==> config.mk <==
export PLATFORM = sky130hd
export DESIGN_NAME = mine_place_ctrl_flat
export DESIGN_NICKNAME = d
export VERILOG_FILES = /design/src/rtl/mine_place_ctrl_if.sv /design/src/rtl/mine_place_ctrl.sv /design/src/flat_wrapper.sv
export SDC_FILE = /design/constraint.sdc
export NUM_CORES = 1
export LEC_CHECK = 0
export ABC_AREA = 1
export BUFFER_PORTS_ARGS = -buffer_cell sky130_fd_sc_hd__buf_2
export CAP_MARGIN = 30
export CORE_MARGIN = 3
export CORE_UTILIZATION = 52
export DETAILED_ROUTE_END_ITERATION = 12
export PLACE_DENSITY = 0.72
export SYNTH_ARGS = -nofsm -noshare
export SYNTH_HDL_FRONTEND = slang
export SYNTH_SLANG_ARGS = --single-unit
==> constraint.sdc <==
create_clock -name in_clka -period 7.65 [get_ports in_clka]
set_input_delay 0.3825 -clock in_clka [delete_from_list [all_inputs] [get_ports in_clka]]
set_output_delay 0.3825 -clock in_clka [all_outputs]
set_load 0.005 [all_outputs]
==> src/rtl/mine_place_ctrl_if.sv <==
// Control and result bundle between the minefield placer and its host logic.
interface mine_place_ctrl_if #(
   parameter int CELLS = 25,
   parameter int IDX_W = 5
);
   logic             in_start;
   logic [IDX_W-1:0] in_mult;
   logic [IDX_W-1:0] in_increment;
   logic [IDX_W-1:0] in_seed;
   logic [IDX_W-1:0] in_mines_num;
   logic [IDX_W-1:0] in_safe_cell;
   logic [CELLS-1:0] out_mines;
   logic [IDX_W-1:0] out_placed;
   logic             out_busy;
   logic             out_done;
   logic             out_error;

   modport master (
      output in_start, in_mult, in_increment, in_seed, in_mines_num, in_safe_cell,
      input  out_mines, out_placed, out_busy, out_done, out_error
   );

   modport slave (
      input  in_start, in_mult, in_increment, in_seed, in_mines_num, in_safe_cell,
      output out_mines, out_placed, out_busy, out_done, out_error
   );
endinterface

==> src/rtl/mine_place_ctrl.sv <==
// Places mines on the board one LCG candidate per clock, skipping duplicates
// and the safe cell, bounded by a fixed step budget.
module mine_place_ctrl #(
   parameter int CELLS     = 25,
   parameter int IDX_W     = 5,
   parameter int MAX_STEPS = 64
) (
   input logic              in_clka,
   input logic              in_reset,
   mine_place_ctrl_if.slave bus
);
   localparam int STEP_W = $clog2(MAX_STEPS);
   localparam int PROD_W = 2 * IDX_W + 1;

   typedef enum logic [2:0] {
      S_IDLE = 3'd0,
      S_INIT = 3'd1,
      S_STEP = 3'd2,
      S_DONE = 3'd3,
      S_FAIL = 3'd4
   } state_t;

   state_t            state_q, state_d;
   logic [CELLS-1:0]  mines_q, mines_d;
   logic [IDX_W-1:0]  placed_q, placed_d;
   logic [IDX_W-1:0]  x_q, x_d;
   logic [STEP_W-1:0] step_q, step_d;
   logic [IDX_W-1:0]  a_q, a_d;
   logic [IDX_W-1:0]  c_q, c_d;
   logic [IDX_W-1:0]  seed_q, seed_d;
   logic [IDX_W-1:0]  num_q, num_d;
   logic [IDX_W-1:0]  safe_q, safe_d;
   logic              busy_q, busy_d;
   logic              done_q, done_d;
   logic              error_q, error_d;

   logic [PROD_W-1:0] wide_s;
   logic [IDX_W-1:0]  x_next_s;
   logic [IDX_W-1:0]  placed_next_s;
   logic              hit_s;

   // Next-state and next-output computation for the placement sequencer.
   always_comb begin
      state_d  = state_q;
      mines_d  = mines_q;
      placed_d = placed_q;
      x_d      = x_q;
      step_d   = step_q;
      a_d      = a_q;
      c_d      = c_q;
      seed_d   = seed_q;
      num_d    = num_q;
      safe_d   = safe_q;
      busy_d   = busy_q;
      done_d   = done_q;
      error_d  = error_q;

      // Widened so a*X + c never wraps before the modulus is taken.
      wide_s        = PROD_W'(a_q) * PROD_W'(x_q) + PROD_W'(c_q);
      x_next_s      = IDX_W'(wide_s % PROD_W'(CELLS));
      hit_s         = (mines_q[x_q] == 1'b0) && (x_q != safe_q);
      placed_next_s = hit_s ? (placed_q + IDX_W'(1)) : placed_q;

      case (state_q)
         S_IDLE, S_DONE, S_FAIL: begin
            if (bus.in_start) begin
               a_d    = bus.in_mult;
               c_d    = bus.in_increment;
               seed_d = bus.in_seed;
               num_d  = bus.in_mines_num;
               safe_d = bus.in_safe_cell;
               if (bus.in_mines_num > IDX_W'(CELLS - 1)) begin
                  state_d = S_FAIL;
                  busy_d  = 1'b0;
                  done_d  = 1'b0;
                  error_d = 1'b1;
               end else begin
                  state_d = S_INIT;
                  busy_d  = 1'b1;
                  done_d  = 1'b0;
                  error_d = 1'b0;
               end
            end else begin
               state_d = state_q;
            end
         end
         S_INIT: begin
            mines_d  = '0;
            placed_d = '0;
            step_d   = '0;
            x_d      = IDX_W'(seed_q % IDX_W'(CELLS));
            if (num_q == IDX_W'(0)) begin
               state_d = S_DONE;
               busy_d  = 1'b0;
               done_d  = 1'b1;
            end else begin
               state_d = S_STEP;
            end
         end
         S_STEP: begin
            if (hit_s) begin
               mines_d[x_q] = 1'b1;
            end else begin
               mines_d = mines_q;
            end
            placed_d = placed_next_s;
            x_d      = x_next_s;
            step_d   = step_q + STEP_W'(1);
            // Reaching the mine count wins over an exhausted budget on the same edge.
            if (placed_next_s == num_q) begin
               state_d = S_DONE;
               busy_d  = 1'b0;
               done_d  = 1'b1;
            end else if (step_q == STEP_W'(MAX_STEPS - 1)) begin
               state_d = S_FAIL;
               busy_d  = 1'b0;
               error_d = 1'b1;
            end else begin
               state_d = S_STEP;
            end
         end
         default: begin
            state_d = S_IDLE;
            busy_d  = 1'b0;
            done_d  = 1'b0;
            error_d = 1'b0;
         end
      endcase
   end

   // State, latched operands and registered outputs.
   always_ff @(posedge in_clka) begin
      if (in_reset) begin
         state_q  <= S_IDLE;
         mines_q  <= '0;
         placed_q <= '0;
         x_q      <= '0;
         step_q   <= '0;
         a_q      <= '0;
         c_q      <= '0;
         seed_q   <= '0;
         num_q    <= '0;
         safe_q   <= '0;
         busy_q   <= 1'b0;
         done_q   <= 1'b0;
         error_q  <= 1'b0;
      end else begin
         state_q  <= state_d;
         mines_q  <= mines_d;
         placed_q <= placed_d;
         x_q      <= x_d;
         step_q   <= step_d;
         a_q      <= a_d;
         c_q      <= c_d;
         seed_q   <= seed_d;
         num_q    <= num_d;
         safe_q   <= safe_d;
         busy_q   <= busy_d;
         done_q   <= done_d;
         error_q  <= error_d;
      end
   end

   assign bus.out_mines  = mines_q;
   assign bus.out_placed = placed_q;
   assign bus.out_busy   = busy_q;
   assign bus.out_done   = done_q;
   assign bus.out_error  = error_q;
endmodule

==> src/flat_wrapper.sv <==
// flat-port wrapper written by rule: the top's interface ports become plain ports
module mine_place_ctrl_flat 
#(
   parameter int CELLS     = 25,
   parameter int IDX_W     = 5,
   parameter int MAX_STEPS = 64
)
  (in_clka, in_reset, bus_in_start, bus_in_mult, bus_in_increment, bus_in_seed, bus_in_mines_num, bus_in_safe_cell, bus_out_mines, bus_out_placed, bus_out_busy, bus_out_done, bus_out_error);
  mine_place_ctrl_if #(.CELLS(CELLS), .IDX_W(IDX_W)) bus_i ();
  input logic in_clka;
  input logic in_reset;
  input wire logic [$bits(bus_i.in_start)-1:0] bus_in_start;
  input wire logic [$bits(bus_i.in_mult)-1:0] bus_in_mult;
  input wire logic [$bits(bus_i.in_increment)-1:0] bus_in_increment;
  input wire logic [$bits(bus_i.in_seed)-1:0] bus_in_seed;
  input wire logic [$bits(bus_i.in_mines_num)-1:0] bus_in_mines_num;
  input wire logic [$bits(bus_i.in_safe_cell)-1:0] bus_in_safe_cell;
  output wire logic [$bits(bus_i.out_mines)-1:0] bus_out_mines;
  output wire logic [$bits(bus_i.out_placed)-1:0] bus_out_placed;
  output wire logic [$bits(bus_i.out_busy)-1:0] bus_out_busy;
  output wire logic [$bits(bus_i.out_done)-1:0] bus_out_done;
  output wire logic [$bits(bus_i.out_error)-1:0] bus_out_error;
  assign bus_i.in_start = bus_in_start;
  assign bus_i.in_mult = bus_in_mult;
  assign bus_i.in_increment = bus_in_increment;
  assign bus_i.in_seed = bus_in_seed;
  assign bus_i.in_mines_num = bus_in_mines_num;
  assign bus_i.in_safe_cell = bus_in_safe_cell;
  assign bus_out_mines = bus_i.out_mines;
  assign bus_out_placed = bus_i.out_placed;
  assign bus_out_busy = bus_i.out_busy;
  assign bus_out_done = bus_i.out_done;
  assign bus_out_error = bus_i.out_error;
  mine_place_ctrl #(.CELLS(CELLS), .IDX_W(IDX_W), .MAX_STEPS(MAX_STEPS)) u_core (.in_clka(in_clka), .in_reset(in_reset), .bus(bus_i));
endmodule
Word level (Yosys, flattened, before mapping)
Cells that the tools add are included.
Operators by class
  add/sub/neg operators: 3
  multiplexer cells: 31
  bitwise operators: 3
  divide/modulo/power cells: 2
  reductions and logical operators: 11
  multiply operators: 1
  $lt $le $gt $ge: 3
  equality and inequality tests: 14
Operator list (count)
  25-bit one-hot mux with 2 select lines: 1
  25-bit two-way mux: 1
  25-bit OR: 1
  5-bit one-hot mux with 2 select lines: 2
  1-bit two-way mux: 15
  3-bit two-way mux: 4
  6-bit one-hot mux with 2 select lines: 1
  10-bit by 5-bit adder with 11-bit output: 1
  11-bit by 5-bit modulo with 11-bit output (second input constant): 1
  5-bit by 5-bit multiplier with 10-bit output: 1
  1-bit one-hot mux with 3 select lines: 3
  3-bit one-hot mux with 3 select lines: 1
  2-bit by 1-bit inequality test with 1-bit output (second input constant): 4
  6-bit by 1-bit adder with 6-bit output (second input constant): 1
  3-bit by 2-bit == test with 1-bit output (second input constant): 2
  6-bit == test (second input constant): 1
  5-bit by 6-bit < comparator with 1-bit output (second input constant): 1
  3-bit AND reduction: 2
  5-bit by 1-bit adder with 5-bit output (second input constant): 1
  1-bit binary-select mux with 5-bit select: 1
  1-bit demux with 5-bit select: 1
  5-bit == test: 1
  5-bit by 1-bit greater-or-equal comparator with 1-bit output (second input constant): 1
  5-bit greater-than comparator (second input constant): 1
  15 further kinds: 19
Storage, ports and cells
  output and inout port bits: 33
  word-level logic and storage cells: 81
  input port bits: 28
  flip-flop bits (word level): 72

Depth between registers and ports, before layout
Gate-level depths: netlist of run 1.
  depth in word-level cells: 8
  mapped depth: 60
  gate-level depth less buffers: 58

Worst setup path before layout of run 1
No wires, ideal clock.
  kind: register -> register
  start: register u_core.x_q[4]
  end: register u_core.x_q[4]
  data required time: 7541 ps
  arrival time: 6685 ps
  clock period less this slack: 6794 ps
  setup slack: 856 ps
  setup time: 109 ps
  cell stages (with the launch flop): 56
  path buffers: 2
  cell sequence: dfxtp_1 > clkbuf_1 > nand2_1 > fa_1 > fa_1 > fa_1 > inv_1 > ha_1 > buf_4 > nand3_1 > nand3_2 > nand2_1 > nand2_1 > nand2_1 > nand3_2 > nor2_2 > nand2_2 > nand3_2 > [... 20 more ...] > nand3_4 > nand2_1 > nand2_1 > inv_1 > and2_1 > nand2_1 > nand2_1 > nand2_1 > inv_2 > ha_1 > inv_1 > nand4_1 > nand2_4 > nand2_4 > nand2_1 > nand3_1 > nand2_1 > inv_1
Between the ends
  word-level cells in the longest chain between the ends: 4
Ends and longest elaborated chain
  start, declared: RTL line mine_place_ctrl.sv:26  | logic [IDX_W-1:0] x_q, x_d;
  start signal, assigned: RTL line mine_place_ctrl.sv:137  | x_q <= '0;
  start signal, assigned: RTL line mine_place_ctrl.sv:151  | x_q <= x_d;
  5-bit by 5-bit multiplier with 10-bit output: RTL line mine_place_ctrl.sv:59  | wide_s = PROD_W'(a_q) * PROD_W'(x_q) + PROD_W'(c_q);
  10-bit by 5-bit adder with 11-bit output: RTL line mine_place_ctrl.sv:59
  11-bit by 5-bit modulo with 11-bit output: RTL line mine_place_ctrl.sv:60  | x_next_s = IDX_W'(wide_s % PROD_W'(CELLS));
  5-bit one-hot mux with 2 select lines: RTL line mine_place_ctrl.sv:64  | case (state_q)
Every way passes these cells.
A chain may end at the register's enable or synchronous reset.

Final worst setup path of run 1
  start: register u_core.x_q[4]
  end: register u_core.x_q[3]
Same word-level chain as after synthesis.

==> results of run 1 <==
==> layout make-up <==
class                           count  area (µm²)  share of cell area
Sequential cell                    72        1470               0.226
Tap cell                          136         170              0.0262
Timing Repair Buffer               70         375              0.0578
Multi-Input combinational cell    588        3710               0.571
Inverter                          153         577              0.0889
Clock inverter                      7        71.3              0.0110
Clock buffer                        9         124              0.0191
==> placed cells by master, fill, tap and decap left out, types with 3 or more instances in the layout <==
cell type / instances
a21oi_1: 40
a21oi_2: 4
a221oi_1: 5
a22oi_1: 4
a31oi_1: 10
buf_2: 60
buf_4: 10
clkbuf_8: 9
clkinvlp_4: 3
dfxtp_1: 63
dfxtp_2: 4
dfxtp_4: 5
fa_1: 13
ha_1: 23
inv_1: 144
inv_2: 8
nand2_1: 158
nand2_2: 21
nand2_4: 16
nand3_1: 65
nand3_2: 10
nand3_4: 6
nand4_1: 16
nor2_1: 69
nor2_4: 7
nor3_1: 10
o211ai_1: 3
o21ai_0: 48
o221ai_1: 3
o22ai_1: 8
xnor2_1: 5
xor2_1: 14
==> repair_timing <==
action | CTS | global route
gates resized for setup | 0 | 40
endpoints found under the setup margin | 0 | 5
buffers inserted | 0 | 6
==> metal layers <==
metal	global-route usage	wire [µm]	up-vias
met5	0	0	-
met1	0.297	6330	2503
met2	0.381	6650	140
met3	0.0317	623	15
li1	-	-	2824
met4	0.0411	108	0
==> cell families (layout without fill, tap and decap cells) <==
kind of cell             count (synthesis)  count (layout)
flip-flops                              72              72
XOR/XNOR                                19              19
adder cells (fa/ha/maj)                 41              41
AO/OA/AOI/OAI                          136             136
buffers and inverters                  178             239
AND/OR/NAND/NOR                        392             392
==> worst paths after layout <==
check / start / to / slack (ns) / cells past startpoint
min: bus_in_increment[2] / u_core.c_q[2]$_SDFFE_PP0P_ / 0.29 / 3
min reg2reg: u_core.bus.out_mines[19]$_SDFFE_PP0P_ / u_core.bus.out_mines[19]$_SDFFE_PP0P_ / 0.48 / 2
max: u_core.x_q[4]$_SDFFE_PP0P_ / u_core.x_q[3]$_SDFFE_PP0P_ / 0.50 / 50
max reg2reg: u_core.x_q[4]$_SDFFE_PP0P_ / u_core.x_q[3]$_SDFFE_PP0P_ / 0.50 / 50
==> critical path, delay by kind of cell, from the launching register on <==
kind / cells / cell delay (ns)
AOI/OAI and AO/OA: 2 / 0.31
adders and majority gates: 6 / 2.22
buffers and inverters: 10 / 0.66
DFF: 1 / 0.37
and+or+nand+nor: 32 / 3.49
==> metrics by stage <==
stage                     power [mW]   util  hold slack, ns
after global placement          1.52  0.581           0.464
after detailed placement        1.55  0.581           0.468
after CTS                       1.86  0.600           0.284
after floorplan                 1.34      -           0.446
after global routing            2.09  0.618           0.296
final                           1.91  0.618           0.289
==> power by group <==
part           internal (mW)  switching, mW  leakage, nW  total (mW)
registers              0.455         0.0744        0.593       0.530
clock network          0.150          0.152       0.0916       0.302
logic                  0.382          0.700         2.61        1.08
==> impl_metrics.json, run 1 <==
{
  "status": "finished, final reports clean",
  "rows": 37,
  "peakVddDrop_mv": 0.261,
  "setup_viol": 0,
  "cts_hold_buffers": 0,
  "htree_levels": 3,
  "critPathMaxStageDelay_ns": 0.56,
  "place_ws_ns": 0.0754,
  "crit_type": "register to register",
  "cp_slowest_cell": "fa_1",
  "synth_compound_area_frac": 0.141,
  "io_pins": 61,
  "min_path_type": "input port to register",
  "final_area_um2": 6490,
  "relSlewSlack": 0.382,
  "instances_no_fill": 1035,
  "die_area_um2": 12300,
  "synthTopCellsByCount": "nand2_1, inv_1, dfxtp_1",
  "yosysMostFrequentCell": "nand2_1",
  "cp_max_fo": 8,
  "synth-seq-area-share": 0.252,
  "maxCapViolations": 0,
  "yosys.area.top_type_share": 0.252,
  "syn_avg_cell_area_um2": 6.82,
  "drc": 0,
  "fmax_mhz": 140,
  "async_flop_share": 0,
  "cts_tree": "built",
  "grt_overflow": 0,
  "syn_nets": 907,
  "fp.dieW_um": 111,
  "cts_sinks": 72,
  "hold_violations": 0,
  "coreArea_um2": 10500,
  "io_buffers": 60,
  "cts_buffers": 9,
  "fin_nets": 963,
  "clk_latency_ns": 0.35,
  "synth_cell_types": 50,
  "synthesis.area_um2": 5720,
  "hpwl_mm": 10.4,
  "grt_pass1_vias": 5248,
  "grt_max_degree": 35,
  "cp-end-kind": "register",
  "cp_data_arrival_time_ns": 7.40,
  "synth_edf_count": 0,
  "synthAdderAreaFrac": 0.108,
  "critPathRequiredTime_ns": 7.90,
  "slew_viol_final": 0,
  "root_buffer": "clkbuf_8",
  "leakage_nw": 3.29,
  "ys_warn_count": 0,
  "largest_reg_flops": 25,
  "synth_top_family_by_area": "simple AND/OR/NAND/NOR gates",
  "chipHeight_um": 111,
  "syn-instance-count": 838,
  "synthSimpleGateAreaFrac": 0.350,
  "p_per_area_nw_per_um2": 295,
  "crit_top_cell": "inv_1",
  "final.setup.tns_ns": 0,
  "drtIter0Drc": 358,
  "cp-start-kind": "register",
  "drive_gt1_frac": 0.204,
  "routedWlPerCell_um": 13.2,
  "wl_mm": 13.7,
  "dp_cells": 1013,
  "viasPerCell": 5.30,
  "setup_ws_ns": 0.495,
  "yosysTopAreaCell": "dfxtp_1",
  "finClkSkew_ns": 0.0106,
  "gp_congestion": 0.895,
  "synthFlopType": "dfxtp_1",
  "area_growth_pct": 13.5,
  "firstDrtPassIters": 5,
  "final.min_clock_period_ns": 7.15,
  "initial_core_util": 0.544,
  "grt_pass1_wl_mm": 23.4,
  "n_antenna_cell": 0,
  "synthTopCellsByArea": "dfxtp_1, nand2_1, inv_1, ha_1, nand3_1",
  "antenna_found_initial": 0,
  "vias": 5482,
  "yosys.area_share.xor_xnor": 0.0291,
  "tightest_slew_ns": 0.924,
  "nFillCells": 991,
  "post-route-period-util": 0.935,
  "grt_usage": 0.221,
  "cts_buffer_depth": 2,
  "synthMuxAreaShare": 0,
  "path_clk_slew_ns": 0.08,
  "ys_seq_elements": 72,
  "ant_nets": 0,
  "placed_cell_area_um2": 6110
}
(Power assumes the default switching activity.)
==> inputs of run 2 (changes only) <==
==> constraint.sdc (replaced) <==
create_clock -name in_clka -period 7.65 [get_ports in_clka]
set_input_delay 1.1475 -clock in_clka [delete_from_list [all_inputs] [get_ports in_clka]]
set_output_delay 1.1475 -clock in_clka [all_outputs]
set_load 0.005 [all_outputs]
==> impl_metrics.json, run 2 (synthesized netlist as in run 1, its figures left out) <==
{
  "status": "finished, final reports clean",
  "critPathRequiredTime_ns": 7.89,
  "peakVddDrop_mv": 0.228,
  "fmax_mhz": 140,
  "final_area_um2": 6470,
  "grt_overflow": 0,
  "slew_viol_final": 0,
  "ant_nets": 0,
  "fp.dieW_um": 111,
  "grt_max_degree": 35,
  "critPathMaxStageDelay_ns": 0.54,
  "rows": 37,
  "crit_type": "register to register",
  "reg2reg_setup_slack_ns": 0.49,
  "multi_input_area_um2": 3680,
  "io_buffers": 60,
  "tightest_slew_ns": 0.929,
  "coreArea_um2": 10500,
  "cts_buffer_depth": 2,
  "cp_max_fo": 8,
  "clk_latency_ns": 0.35,
  "die_area_um2": 12300,
  "final.min_clock_period_ns": 7.16,
  "htree_levels": 3,
  "grt_pass1_wl_mm": 23.6,
  "cp-start-kind": "register",
  "seqCellArea_um2": 1460,
  "cts_sinks": 72,
  "min_path_type": "register to register",
  "gp_congestion": 0.893,
  "dp_cells": 1012,
  "leakage_nw": 3.30,
  "p_per_area_nw_per_um2": 295,
  "setup_viol": 0,
  "power_mw": 1.91,
  "grt_usage": 0.223,
  "grt_pass1_vias": 5182,
  "viasPerCell": 5.34,
  "layout_commonest_cell": "nand2_1",
  "finClkSkew_ns": 0.00960,
  "drtIter0Drc": 398,
  "chipHeight_um": 111,
  "root_buffer": "clkbuf_8",
  "maxCapViolations": 0,
  "wl_mm": 13.8,
  "largest_reg_flops": 25,
  "cp_slowest_cell": "fa_1",
  "final.setup.tns_ns": 0,
  "cts_hold_buffers": 0,
  "cts_buffers": 9,
  "hpwl_mm": 10.4,
  "cp-end-kind": "register",
  "nFillCells": 970,
  "placed_cell_area_um2": 6100,
  "crit_top_cell": "nand2_1",
  "relSlewSlack": 0.379,
  "area_growth_pct": 13.1,
  "postLayoutCoreUtil": 0.616,
  "routedWlPerCell_um": 13.4,
  "final_cell_mix": "nand2_1, inv_1, nor2_1, nand3_1, dfxtp_1",
  "hold_violations": 0,
  "cts_tree": "built",
  "firstDrtPassIters": 5,
  "initial_core_util": 0.544,
  "io_pins": 61,
  "post-route-period-util": 0.936,
  "antenna_found_initial": 0,
  "drc": 0,
  "instances_no_fill": 1034,
  "fin_nets": 962,
  "n_antenna_cell": 0,
  "vias": 5521,
  "cp_data_arrival_time_ns": 7.41,
  "path_clk_slew_ns": 0.07,
  "drive_gt1_frac": 0.194
}
[run 2: worst max-delay path: cells and delay by family (launching register included)]
family	cells	cell delay (ns)
DFF	1	0.37
buffers and inverters	11	0.71
and+or+nand+nor	39	3.73
adders and majority gates	6	2.24
[run 2: repair_timing]
item                       CTS  global route
gates resized for setup      0            32
setup buffers                0             6
setup endpoints to repair    0             5
[run 2: cell type report]
| class | instances | area share |
|---|---|---|
| timing repair buffer | 69 | 0.0569 |
| tap | 136 | 0.0263 |
| multi-input combinational | 588 | 0.569 |
| inverter | 153 | 0.0892 |
| clock inverter | 4 | 0.00793 |
| sequential | 72 | 0.226 |
| clock buffer | 12 | 0.0240 |
[run 2: where the power goes]
group | total [mW] | switching (mW) | leakage [nW] | internal, mW
Sequential | 0.527 | 0.0725 | 0.592 | 0.455
Combinational | 1.07 | 0.699 | 2.61 | 0.369
Clock | 0.313 | 0.144 | 0.103 | 0.169
[run 2: worst paths after layout]
path                                         startpoint  cells past startpoint                               endpoint
setup / recovery             u_core.x_q[4]$_SDFFE_PP0P_                     56             u_core.x_q[3]$_SDFFE_PP0P_
hold / removal    u_core.bus.out_mines[16]$_SDFFE_PP0P_                      2  u_core.bus.out_mines[16]$_SDFFE_PP0P_
setup reg to reg             u_core.x_q[4]$_SDFFE_PP0P_                     56             u_core.x_q[3]$_SDFFE_PP0P_
hold reg to reg   u_core.bus.out_mines[16]$_SDFFE_PP0P_                      2  u_core.bus.out_mines[16]$_SDFFE_PP0P_
[run 2: metrics by stage]
| step | worst slack, ns | hold slack (ns) |
|---|---|---|
| finish | 0.490 | 0.482 |
| global placement | 0.424 | 0.464 |
| floorplan | 0.856 | 0.446 |
| global route | -0.0663 | 0.506 |
| CTS | 0.0454 | 0.480 |
| detailed placement | 0.102 | 0.467 |
[run 2: per-layer routing]
layer / vias up / wire length, µm / part of all wire / track usage
met4: 0 / 77 / 0.0056 / 0.0394
met1: 2551 / 6420 / 0.46 / 0.301
met3: 8 / 614 / 0.044 / 0.0388
met5: - / 0 / 0 / 0
li1: 2814 / - / - / -
met2: 148 / 6710 / 0.49 / 0.379
==> inputs of run 3 (changes only) <==
Settings changed: BUFFER_PORTS_ARGS -buffer_cell sky130_fd_sc_hd__buf_2 to unset, DONT_BUFFER_PORTS set to 1, PLACE_DENSITY 0.72 to 0.67, SLEW_MARGIN set to 15.
==> impl_metrics.json, run 3 (synthesized netlist as in run 1, its figures left out) <==
{
  "status": "finished, final reports clean",
  "hp-start": "u_core.seed_q[1]$_SDFFE_PP0P_",
  "largest_reg_flops": 25,
  "routedWlPerCell_um": 13.7,
  "root_buffer": "clkbuf_8",
  "cts_sinks": 72,
  "final_cell_mix": "nand2_1, inv_1, nor2_1, nand3_1, dfxtp_1",
  "layout_commonest_cell": "nand2_1",
  "cp_slowest_cell": "fa_1",
  "grt_overflow": 0,
  "crit_top_cell": "nand2_1",
  "fin_nets": 907,
  "fmax_mhz": 140,
  "firstDrtPassIters": 6,
  "clk_latency_ns": 0.35,
  "slew_viol_final": 0,
  "min_path_type": "register to register",
  "viasPerCell": 5.38,
  "hold_violations": 0,
  "peakVddDrop_mv": 0.282,
  "r2r_end": "u_core.x_q[3]$_SDFFE_PP0P_",
  "post-route-period-util": 0.931,
  "drtIter0Drc": 406,
  "leakage_nw": 3.04,
  "critPathMaxStageDelay_ns": 0.55,
  "reg2reg_setup_slack_ns": 0.53,
  "io_pins": 61,
  "chipHeight_um": 111,
  "r2r_cells": 53,
  "fp.dieW_um": 111,
  "final.min_clock_period_ns": 7.12,
  "die_area_um2": 12300,
  "min_to": "u_core.seed_q[1]$_SDFFE_PP0P_",
  "drc": 0,
  "wl_mm": 13.5,
  "cp-end-kind": "register",
  "p_per_area_nw_per_um2": 305,
  "htree_levels": 3,
  "finClkSkew_ns": 0.00626,
  "gp_congestion": 0.876,
  "ant_nets": 0,
  "cp_data_arrival_time_ns": 7.38,
  "path_clk_slew_ns": 0.08,
  "antenna_found_initial": 0,
  "vias": 5278,
  "grt_max_degree": 35,
  "coreArea_um2": 10500,
  "cp-start-kind": "register",
  "relSlewSlack": 0.351,
  "crit_type": "register to register",
  "r2r_start": "u_core.x_q[2]$_SDFFE_PP0P_",
  "cp_max_fo": 7,
  "grt_pass1_vias": 4971,
  "grt_pass1_wl_mm": 22.7,
  "final_area_um2": 6210,
  "cts_tree": "built",
  "grt_usage": 0.216,
  "drive_gt1_frac": 0.144,
  "setup_viol": 0,
  "placed_cell_area_um2": 5800,
  "maxCapViolations": 0,
  "initial_core_util": 0.544,
  "cts_buffer_depth": 2,
  "critPathRequiredTime_ns": 7.90,
  "tightest_slew_ns": 0.970,
  "cts_buffers": 9,
  "rows": 37,
  "io_buffers": 0,
  "hpwl_mm": 10.2,
  "postLayoutCoreUtil": 0.591,
  "hold_depth": 2,
  "area_growth_pct": 8.53
}
[run 3: changes by cell type in the layout (fill, tap and decap cells not counted), moves of 2 or more]
| cell | before | now |
|---|---|---|
| nand3_2 | 9 | 11 |
| diode_2 | 0 | 2 |
| buf_4 | 9 | 13 |
| clkbuf_8 | 11 | 9 |
| ha_2 | 0 | 2 |
| buf_2 | 60 | 0 |
[run 3: critical path: cells and delay by family (launching register included)]
family	cells	cell delay, ns
AO/OA/AOI/OAI	1	0.21
flip-flops	1	0.43
AND/OR/NAND/NOR	38	3.66
buffers and inverters	8	0.50
adder cells (fa/ha/maj)	6	2.23
[run 3: timing repair]
item                       in CTS  in global routing
setup buffers                   0                 11
setup endpoints to repair       0                  5
hold buffers                    0                  0
resized for setup               0                 30
[run 3: final cells by class]
class / count / area, µm²
fillers: 1007 / 4300
multi-input cells: 588 / 3670
flip-flops and latches: 72 / 1460
inverters: 153 / 574
well taps: 136 / 170
clock buffers: 9 / 124
repair buffers: 14 / 103
clock inverters: 7 / 95.1
diodes: 2 / 5.00
[run 3: through the flow]
step           TNS (ns)  setup slack, ns  power (mW)  hold slack [ns]  instances
2_1_floorplan         0            0.856        1.34            0.446        838
3_3_place_gp          0            0.491        1.50            0.460        952
3_5_place_dp          0            0.143        1.52            0.470        952
4_1_cts               0            0.117        1.86            0.493        968
5_1_grt         -0.0280          -0.0280        2.07            0.510        979
6_report              0            0.525        1.90            0.486        981
[run 3: metal layers]
| layer | vias to the layer above | wire length [µm] | GRT usage |
|---|---|---|---|
| met4 | 0 | 38 | 0.0386 |
| li1 | 2717 | - | - |
| met5 | - | 0 | 0 |
| met3 | 4 | 650 | 0.0398 |
| met1 | 2449 | 6200 | 0.283 |
| met2 | 108 | 6570 | 0.374 |
[run 3: worst max path at each step]
stage	cells after the start	slack [ns]	start	end
2_1_floorplan	55	0.86	u_core.x_q[4]$_SDFFE_PP0P_	u_core.x_q[4]$_SDFFE_PP0P_
3_3_place_gp	50	0.49	u_core.x_q[4]$_SDFFE_PP0P_	u_core.x_q[3]$_SDFFE_PP0P_
3_5_place_dp	53	0.14	u_core.x_q[4]$_SDFFE_PP0P_	u_core.x_q[3]$_SDFFE_PP0P_
4_1_cts	53	0.12	u_core.x_q[4]$_SDFFE_PP0P_	u_core.x_q[3]$_SDFFE_PP0P_
5_1_grt	52	-0.03	u_core.x_q[2]$_SDFFE_PP0P_	u_core.x_q[3]$_SDFFE_PP0P_
6_report	53	0.53	u_core.x_q[2]$_SDFFE_PP0P_	u_core.x_q[3]$_SDFFE_PP0P_
[run 3: report_power, final]
part | internal (mW) | leakage, nW | switching [mW]
clock | 0.184 | 0.110 | 0.151
combinational | 0.352 | 2.34 | 0.674
sequential | 0.455 | 0.592 | 0.0787
